$ cat src/rtl/trap_pkg.sv
// Shared constants and types for the machine-mode trap controller.
package trap_pkg;

  localparam int FETCH_ERR  = 0;
  localparam int DECODE_ERR = 1;
  localparam int ANOMALY    = 2;
  localparam int ECALL      = 3;
  localparam int EBREAK     = 4;

  localparam logic [5:0] CAUSE_FETCH   = 6'd1;
  localparam logic [5:0] CAUSE_ILLEGAL = 6'd2;
  localparam logic [5:0] CAUSE_BREAK   = 6'd3;
  localparam logic [5:0] CAUSE_ECALL   = 6'd11;

  localparam logic [11:0] CSR_MTVEC  = 12'h305;
  localparam logic [11:0] CSR_MEPC   = 12'h341;
  localparam logic [11:0] CSR_MCAUSE = 12'h342;
  localparam logic [11:0] CSR_MTVAL  = 12'h343;

  typedef enum logic [1:0] {
    ST_IDLE,
    ST_ENTER,
    ST_HALT,
    ST_FATAL
  } state_e;

endpackage

$ cat src/rtl/trap_prio_enc.sv
// Resolves a retiring instruction's exception bits into one action.
module trap_prio_enc
  import trap_pkg::*;
(
  input  logic       valid_i,
  input  logic [7:0] exceptions_i,
  output logic       take_trap,
  output logic       go_halt,
  output logic       go_fatal,
  output logic [5:0] cause
);

  logic unused_rsvd;
  assign unused_rsvd = ^exceptions_i[7:5];

  always_comb begin
    take_trap = 1'b0;
    go_halt   = 1'b0;
    go_fatal  = 1'b0;
    cause     = '0;
    if (valid_i) begin
      priority case (1'b1)
        exceptions_i[ANOMALY]: go_fatal = 1'b1;
        exceptions_i[FETCH_ERR]: begin
          take_trap = 1'b1;
          cause     = CAUSE_FETCH;
        end
        exceptions_i[DECODE_ERR]: begin
          take_trap = 1'b1;
          cause     = CAUSE_ILLEGAL;
        end
        exceptions_i[ECALL]: begin
          take_trap = 1'b1;
          cause     = CAUSE_ECALL;
        end
        exceptions_i[EBREAK]: go_halt = 1'b1;
        default: ;
      endcase
    end
  end

endmodule

$ cat src/rtl/trap_unit.sv
// Machine-mode trap controller: CSRs, trap entry, MRET and halt/fatal.
module trap_unit
  import trap_pkg::*;
#(
  parameter int                    DATA_WIDTH = 64,
  parameter logic [DATA_WIDTH-1:0] TVEC_RESET = 64'h8000_0100
) (
  input  logic                  clk_i,
  input  logic                  rst_i,
  input  logic                  valid_i,
  input  logic [7:0]            exceptions_i,
  input  logic [DATA_WIDTH-1:0] pc_i,
  input  logic [DATA_WIDTH-1:0] tval_i,
  input  logic                  mret_i,
  input  logic                  csr_we_i,
  input  logic [11:0]           csr_addr_i,
  input  logic [DATA_WIDTH-1:0] csr_wdata_i,
  output logic [DATA_WIDTH-1:0] csr_rdata_o,
  output logic                  redirect_o,
  output logic [DATA_WIDTH-1:0] redirect_pc_o,
  output logic                  stall_o,
  output logic                  halt_o,
  output logic                  fatal_o
);

  localparam int DW = DATA_WIDTH;

  state_e        state_q;
  logic [DW-1:0] mtvec_q;
  logic [DW-1:0] mepc_q;
  logic [DW-1:0] mcause_q;
  logic [DW-1:0] mtval_q;
  logic          redirect_q;
  logic [DW-1:0] redirect_pc_q;

  logic       take_trap;
  logic       go_halt;
  logic       go_fatal;
  logic [5:0] cause;

  logic idle_ok;
  logic ev_enter;
  logic ev_halt;
  logic ev_fatal;
  logic ev_mret;
  logic ev_any;
  logic csr_wr;
  logic unused_pc;

  assign unused_pc = ^pc_i[1:0];

  trap_prio_enc u_prio (
    .valid_i      (valid_i),
    .exceptions_i (exceptions_i),
    .take_trap    (take_trap),
    .go_halt      (go_halt),
    .go_fatal     (go_fatal),
    .cause        (cause)
  );

  // Nothing is accepted while a redirect is in flight, so redirect never repeats.
  assign idle_ok  = (state_q == ST_IDLE) && !redirect_q;
  assign ev_fatal = idle_ok && (go_fatal || (take_trap && mtvec_q == '0));
  assign ev_enter = idle_ok && take_trap && (mtvec_q != '0);
  assign ev_halt  = idle_ok && go_halt;
  assign ev_mret  = idle_ok && valid_i && mret_i
                 && !(take_trap || go_halt || go_fatal);
  assign ev_any   = ev_fatal || ev_enter || ev_halt || ev_mret;
  assign csr_wr   = csr_we_i && !ev_any
                 && (state_q == ST_IDLE || state_q == ST_ENTER);

  always_ff @(posedge clk_i) begin
    if (!rst_i) begin
      state_q       <= ST_IDLE;
      mtvec_q       <= TVEC_RESET;
      mepc_q        <= '0;
      mcause_q      <= '0;
      mtval_q       <= '0;
      redirect_q    <= 1'b0;
      redirect_pc_q <= '0;
    end else begin
      redirect_q <= ev_enter || ev_mret;
      if (ev_enter)
        redirect_pc_q <= {mtvec_q[DW-1:2], 2'b00};
      else if (ev_mret)
        redirect_pc_q <= mepc_q;
      else
        redirect_pc_q <= '0;

      unique case (state_q)
        ST_IDLE: begin
          if (ev_fatal)      state_q <= ST_FATAL;
          else if (ev_halt)  state_q <= ST_HALT;
          else if (ev_enter) state_q <= ST_ENTER;
        end
        ST_ENTER: state_q <= ST_IDLE;
        ST_HALT:  state_q <= ST_HALT;
        ST_FATAL: state_q <= ST_FATAL;
      endcase

      if (ev_enter) begin
        mepc_q   <= {pc_i[DW-1:2], 2'b00};
        mcause_q <= {{(DW-6){1'b0}}, cause};
        mtval_q  <= tval_i;
      end

      if (csr_wr) begin
        unique case (csr_addr_i)
          CSR_MTVEC:  mtvec_q  <= {csr_wdata_i[DW-1:2], 2'b00};
          CSR_MEPC:   mepc_q   <= {csr_wdata_i[DW-1:2], 2'b00};
          CSR_MCAUSE: mcause_q <= {1'b0, csr_wdata_i[DW-2:0]};
          CSR_MTVAL:  mtval_q  <= csr_wdata_i;
          default: ;
        endcase
      end
    end
  end

  always_comb begin
    csr_rdata_o = '0;
    unique case (csr_addr_i)
      CSR_MTVEC:  csr_rdata_o = mtvec_q;
      CSR_MEPC:   csr_rdata_o = mepc_q;
      CSR_MCAUSE: csr_rdata_o = mcause_q;
      CSR_MTVAL:  csr_rdata_o = mtval_q;
      default: ;
    endcase
  end

  assign redirect_o    = redirect_q;
  assign redirect_pc_o = redirect_pc_q;
  assign stall_o       = (state_q == ST_ENTER);
  assign halt_o        = (state_q == ST_HALT);
  assign fatal_o       = (state_q == ST_FATAL);

endmodule
$ cat config.mk
export PLATFORM = sky130hd
export DESIGN_NAME = trap_unit
export DESIGN_NICKNAME = d
export VERILOG_FILES = /design/src/rtl/trap_pkg.sv /design/src/rtl/trap_prio_enc.sv /design/src/rtl/trap_unit.sv
export SDC_FILE = /design/constraint.sdc
export NUM_CORES = 1
export LEC_CHECK = 0
export ABC_AREA = 1
export CELL_PAD_IN_SITES_DETAIL_PLACEMENT = 0
export CELL_PAD_IN_SITES_GLOBAL_PLACEMENT = 2
export CORE_MARGIN = 8
export CORE_UTILIZATION = 28
export CTS_CLUSTER_SIZE = 28
export DETAILED_ROUTE_END_ITERATION = 10
export PLACE_DENSITY_LB_ADDON = 0.1
export SLEW_MARGIN = 25
export SYNTH_ARGS = -nofsm -noshare
export SYNTH_HDL_FRONTEND = slang
export SYNTH_SLANG_ARGS = --single-unit
$ cat constraint.sdc
create_clock -name clk_i -period 4 [get_ports clk_i]
set_clock_uncertainty 0.2 [all_clocks]
set_input_delay 0.8 -clock clk_i [delete_from_list [all_inputs] [get_ports clk_i]]
set_output_delay 0.8 -clock clk_i [all_outputs]
set_load 0.02 [all_outputs]
==> results.yml, run 1 <==
outcome:
  status: "complete, no violations"
die:
  dieArea_mm2: 0.0673
  start_util_pct: 28.2
  num_rows: 89
  core_area_mm2: 0.0588
  die_width_um: 259
  die_h_um: 259
  ioPinCount: 349
layout:
  instances_no_fill: 3881
  fillers: 6415
  fin_util_pct: 38.2
  drive_above_1_share_pct: 5.54
  final_common_cell: "nand2_1"
  areaGrowthSynthToFinish_pct: 35.5
  multi_input_area_mm2: 0.00818
  nets: 3296
  seqCellArea_mm2: 0.00643
  final_cell_mix: "nand2_1, nor2_1, inv_1"
clock_tree:
  ctsResizeCount: 60
  clk_path_buf_depth: 3
  path_clk_slew_ps: 50
  cts_tree: "built"
  clk_root_buffer_cell: "clkbuf_16"
  clk_latency_ps: 560
  ctsHtreeMaxLevel: 2
  post-cts-setup-buffer-count: 0
  cts_made_buffers: 42
  cts_hold_buf: 0
  cts_sinks: 321
timing:
  setup_tns_ps: 0
  hold_slack_ps: 256
  period_minus_slack_ps: 3880
  max_slew.worst_pin.slew_ps: 872
  setup_viol: 0
  final_hold_viol_count: 0
  fmax_mhz: 258
  final.period_utilization_pct: 96.9
  maxSlewViolCount: 0
  rsz0062_at_grt: "false"
  layout_setup_ws_ps: 123
  slew_headroom_pct: 41.8
detailed_routing:
  vias: 17500
  ant_nets: 0
  postRouteWirelength_mm: 69.2
  dr.pass1.iters: 5
  viasPerCell: 4.52
  drcViolationCount: 0
  drt_iter0_markers: 977
  wl_per_cell_um: 17.8
setup_path:
  cp-start-kind: "input port"
  r2r_cells: 12
  worstReg2RegEnd: "redirect_pc_o[41]$_SDFF_PN0_"
  r2r_slack_ps: 1030
  r2r_start: "mtvec_q[60]$_SDFFE_PN0P_"
  path_max_fanout: 7
  arrival_ps: 2880
  required_ps: 3000
  crit_type: "in -> out"
  crit_path_end_kind: "output port"
synth:
  ys_warn_count: 0
  syn-num-nets: 3007
  syn_area_mm2: 0.0166
  ys_seq_elements: 321
  synthCells: 2790
  syn_area_per_cell_um2: 5.95
  seq_area_frac_synth_pct: 38.7
  synth_cell_types: 27
global_routing:
  antenna_found_initial: 5
  grt_pass1_wl_mm: 106
  first_global_vias: 17800
  grt_max_degree: 131
  overflow: 0
  gr-usage-all-layers_pct: 20.1
min_path:
  hold_path_class: "reg -> reg"
  worstHoldStart: "mepc_q[0]$_SDFF_PN0_"
  hold_depth: 2
  holdPathEnd: "mepc_q[0]$_SDFF_PN0_"
placement:
  gp_congestion: 0.801
  port_buffers: 343
  dp_hpwl_mm: 45.4
  dp_cells: 3808
  dp_slack_ps: -223
power:
  power_density_mw_per_mm2: 360
  ir_drop_mv: 0.266
  p_leak_nw: 11.2
flow_run:
  cap_violations: 0
report_power, final:
part,internal [mW],switching (mW)
logic,0.410,0.593
clock network,2.25,1.49
registers,3.29,0.0516
total,5.95,2.14
metrics by stage:
step	instance area [µm²]	total power [mW]
CTS	22500	8.24
global placement	21200	4.42
detailed placement	21200	4.42
global route	22500	8.47
finish	22500	8.09
floorplan	16600	3.92
cell type report:
class                           instances  area share [%]
Inverter                              337            5.65
Tap cell                              773            4.30
Multi-Input combinational cell       1958            36.4
Timing Repair Buffer                  419            19.1
Antenna cell                            1          0.0111
Clock buffer                           67            5.73
Clock inverter                          5           0.234
Sequential cell                       321            28.6
registers in the layout, summed over array words and instances, names as in the netlist:
name	flops
mtval_q	64
mtvec_q	62
mepc_q	64
state_q	2
redirect_pc_o	64
redirect_o	1
mcause_q	64
synth_stat cells:
cell type	instances	area share, %
nand2_1	1107	25
nor2_1	493	11
inv_1	332	7.5
dfxtp_1	321	39
nand3_1	205	6.2
buf_2	78	2.4
clkbuf_1	69	1.6
a21oi_1	64	1.9
o2111ai_1	60	3.2
buf_1	21	0.48
nand4_1	8	0.30
inv_2	4	0.090
nor3_1	4	0.12
o21ai_0	4	0.12
buf_4	3	0.14
buf_6	3	0.20
nand4_2	2	0.15
nor2_4	2	0.14
o221ai_1	2	0.11
clkinv_1	1	0.023
nand3_2	1	0.060
nor2_2	1	0.038
nor3_2	1	0.060
nor3_4	1	0.098
nor4_4	1	0.13
o211ai_1	1	0.045
o21ai_2	1	0.053
routing by layer:
metal,vias to the layer above,GRT usage [%],wire [µm]
li1,9002,-,-
met1,8068,26.5,32400
met2,376,33.3,31900
met3,94,3.95,3340
met4,8,5.00,1470
met5,-,0,53
worst max-delay path by stage:
stage	startpoint	endpoint	slack, ps	depth (start not counted)
global placement	csr_addr_i[5]	csr_rdata_o[13]	-210	10
floorplan	csr_addr_i[0]	csr_rdata_o[19]	690	8
global route	csr_addr_i[5]	csr_rdata_o[63]	1	10
detailed placement	csr_addr_i[3]	csr_rdata_o[13]	-220	10
finish	csr_addr_i[5]	csr_rdata_o[40]	120	11
CTS	csr_addr_i[3]	csr_rdata_o[39]	80	11
critical path, stage by stage:
cell             delay (ps)
clkdlybuf4s50_1         390
nor2_1                  180
nand4_1                 100
nor2_1                  190
nand2_1                 120
nor2_4                  170
buf_4                   240
buf_12                  140
nand2_1                  50
o2111ai_1               110
dlygate4sd2_1           370
logic make-up after synthesis:
family          synth area share [%]
simple gates                    43.5
buf+inv                         12.4
flops                           38.7
compound gates                  5.42
Note: power is estimated with default switching activity, not from simulation.
==> inputs of run 2 (changes only) <==
--- a/config.mk
+++ b/config.mk
@@ -9,7 +9,7 @@
 export CELL_PAD_IN_SITES_DETAIL_PLACEMENT = 0
 export CELL_PAD_IN_SITES_GLOBAL_PLACEMENT = 2
 export CORE_MARGIN = 8
-export CORE_UTILIZATION = 28
+export CORE_UTILIZATION = 26
 export CTS_CLUSTER_SIZE = 28
 export DETAILED_ROUTE_END_ITERATION = 10
 export PLACE_DENSITY_LB_ADDON = 0.1
==> constraint.sdc (replaced) <==
create_clock -name clk_i -period 3.96 [get_ports clk_i]
set_clock_uncertainty 0.2 [all_clocks]
set_input_delay 0.792 -clock clk_i [delete_from_list [all_inputs] [get_ports clk_i]]
set_output_delay 0.792 -clock clk_i [all_outputs]
set_load 0.02 [all_outputs]
==> run 2 against run 1 <==
Final cell count rose by 1.8%; sequential cell count did not move; critical path depth is 2 lower; die area grew 7.2%; sequential power barely moved; critical endpoint is now csr_rdata_o[29]; largest cell class unchanged; largest power group unchanged; highest routed layer unchanged.
==> results.yml, run 2 (synthesis gave the netlist of run 1 again) <==
flow_run:
  cap_violations: 0
setup_path:
  crit_path_frequent_cell: "inv_1"
  r2r_cells: 11
  slowest_stage: "clkdlybuf4s50_1"
  max_stage_delay_ps: 450
  r2r_start: "mtvec_q[31]$_SDFFE_PN1P_"
  cp.depth: 9
  worstPathCellList: "clkdlybuf4s50_1, inv_1, nor2_1, inv_1, nor4_4, inv_2, buf_12, o2111ai_1, dlygate4sd2_1"
  arrival_ps: 2880
  worstReg2RegEnd: "redirect_pc_o[43]$_SDFF_PN0_"
  worst-path-buf-inv: 6
  crit_family: "buffers and inverters"
  required_ps: 2970
  crit_path_end_kind: "output port"
  path_max_fanout: 20
  cp-start-kind: "input port"
  crit_type: "in -> out"
  r2r_slack_ps: 1010
layout:
  areaGrowthSynthToFinish_pct: 35.5
  final_common_cell: "nand2_1"
  drive_above_1_share_pct: 5.80
  final_cell_mix: "nand2_1, nor2_1, inv_1"
  nets: 3293
detailed_routing:
  postRouteWirelength_mm: 70.7
  drt_iter0_markers: 872
  vias: 17400
  drcViolationCount: 0
  viasPerCell: 4.41
  wl_per_cell_um: 17.9
  ant_nets: 0
  dr.pass1.iters: 5
die:
  num_rows: 92
  die_width_um: 269
  ioPinCount: 349
  dieArea_mm2: 0.0721
  core_area_mm2: 0.0631
  die_h_um: 269
  start_util_pct: 26.3
timing:
  rsz0062_at_grt: "false"
  final_hold_viol_count: 0
  period_minus_slack_ps: 3870
  hold_slack_ps: 254
  fmax_mhz: 258
  max_slew.worst_pin.slew_ps: 720
  setup_viol: 0
  final.period_utilization_pct: 97.7
  maxSlewViolCount: 0
  slew_headroom_pct: 52.0
outcome:
  status: "complete, no violations"
min_path:
  worstHoldStart: "mepc_q[1]$_SDFF_PN0_"
  holdPathEnd: "mepc_q[1]$_SDFF_PN0_"
  hold_path_class: "reg -> reg"
  hold_depth: 2
power:
  p_total_mw: 8.18
  share_comb_of_total_power_pct: 12.4
  p_sw_share_pct: 26.7
  p_seq_share_pct: 41.2
  power_density_mw_per_mm2: 364
  internal_power_mw: 6.00
  p_leak_nw: 11.1
  ir_drop_mv: 0.251
  p_switching_mw: 2.18
  p_clk_share_pct: 46.4
clock_tree:
  path_clk_slew_ps: 50
  clk_path_buf_depth: 3
  cts_tree: "built"
  post-cts-setup-buffer-count: 0
  clk_latency_ps: 560
  ctsHtreeMaxLevel: 2
  cts_made_buffers: 43
  cts_sinks: 321
  clk_root_buffer_cell: "clkbuf_16"
global_routing:
  first_global_vias: 17700
  overflow: 0
  grt_pass1_wl_mm: 107
  grt_max_degree: 131
  gr-usage-all-layers_pct: 19.2
  antenna_found_initial: 8
placement:
  gp_congestion: 0.805
  dp_hpwl_mm: 46.3
  port_buffers: 343
==> run 2: cell count changes in the layout (fill, tap and decap cells not counted), sizes merged <==
cell / previous run / this run
dlygate4sd2: 40 / 24
clkbuf: 78 / 87
buf: 82 / 77
clkdlybuf4s15: 8 / 13
diode: 1 / 4
bufinv: 1 / 2
clkinv: 5 / 6
clkinvlp: 1 / 0
inv: 335 / 336
==> run 2: repair_timing <==
item	4_1_cts	5_1_grt
endpoints found under the setup margin	59	55
resized for setup	59	59
hold buffers	0	0
==> run 2: worst max-delay path by stage <==
stage,from,end,slack [ps]
floorplan,csr_addr_i[0],csr_rdata_o[19],660
global route,csr_addr_i[0],csr_rdata_o[36],10
global placement,csr_addr_i[0],csr_rdata_o[10],-260
CTS,csr_addr_i[3],csr_rdata_o[10],20
finish,csr_addr_i[0],csr_rdata_o[29],90
detailed placement,csr_addr_i[5],csr_rdata_o[10],-260
==> run 2: cell type report <==
type,instances,area (µm²)
fill,6961,40600
sequential,321,6430
antenna,4,10.0
timing repair buffer,415,4210
clock buffer,64,1230
inverter,337,1270
clock inverter,7,88.8
multi-input combinational,1958,8180
tap,846,1060
==> run 2: power groups by stage <==
stage / combinational, mW / sequential (mW) / clock (mW)
after floorplan: 0.527 / 3.44 / 0
after global placement: 1.02 / 3.44 / 0
after detailed placement: 1.02 / 3.44 / 0
after CTS: 1.03 / 3.37 / 3.94
after global routing: 1.14 / 3.38 / 4.06
final: 1.01 / 3.37 / 3.80
==> run 2: through the flow <==
stage | worst slack, ps | instance area, µm² | cells | utilization (%) | setup TNS (ps)
6_report | 89.4 | 22500 | 3952 | 35.6 | 0
5_1_grt | 9.51 | 22500 | 3951 | 35.6 | 0
4_1_cts | 20.0 | 22500 | 3948 | 35.7 | 0
3_5_place_dp | -262 | 21300 | 3877 | 33.7 | -11970
3_3_place_gp | -261 | 21300 | 3877 | 33.7 | -11080
2_1_floorplan | 662 | 16600 | 2790 | - | 0
==> run 2: worst reg2reg max path, delay by kind of cell, from the launching register on <==
kind,cells,cell delay [ps]
buffers and inverters,2,740
AND/OR/NAND/NOR,7,1020
flip-flops,1,370
AO/OA/AOI/OAI,2,480
==> run 2: layer usage <==
metal  share of wire, %  global-route usage (%)  routed length, µm  up-vias
li1                   -                       -                  -     9017
met1                 45                    24.3              32000     8001
met2                 48                    33.3              33700      308
met3                5.0                    3.80               3570       89
met4                2.0                    4.65               1450        8
met5              0.076                       0                 54        -
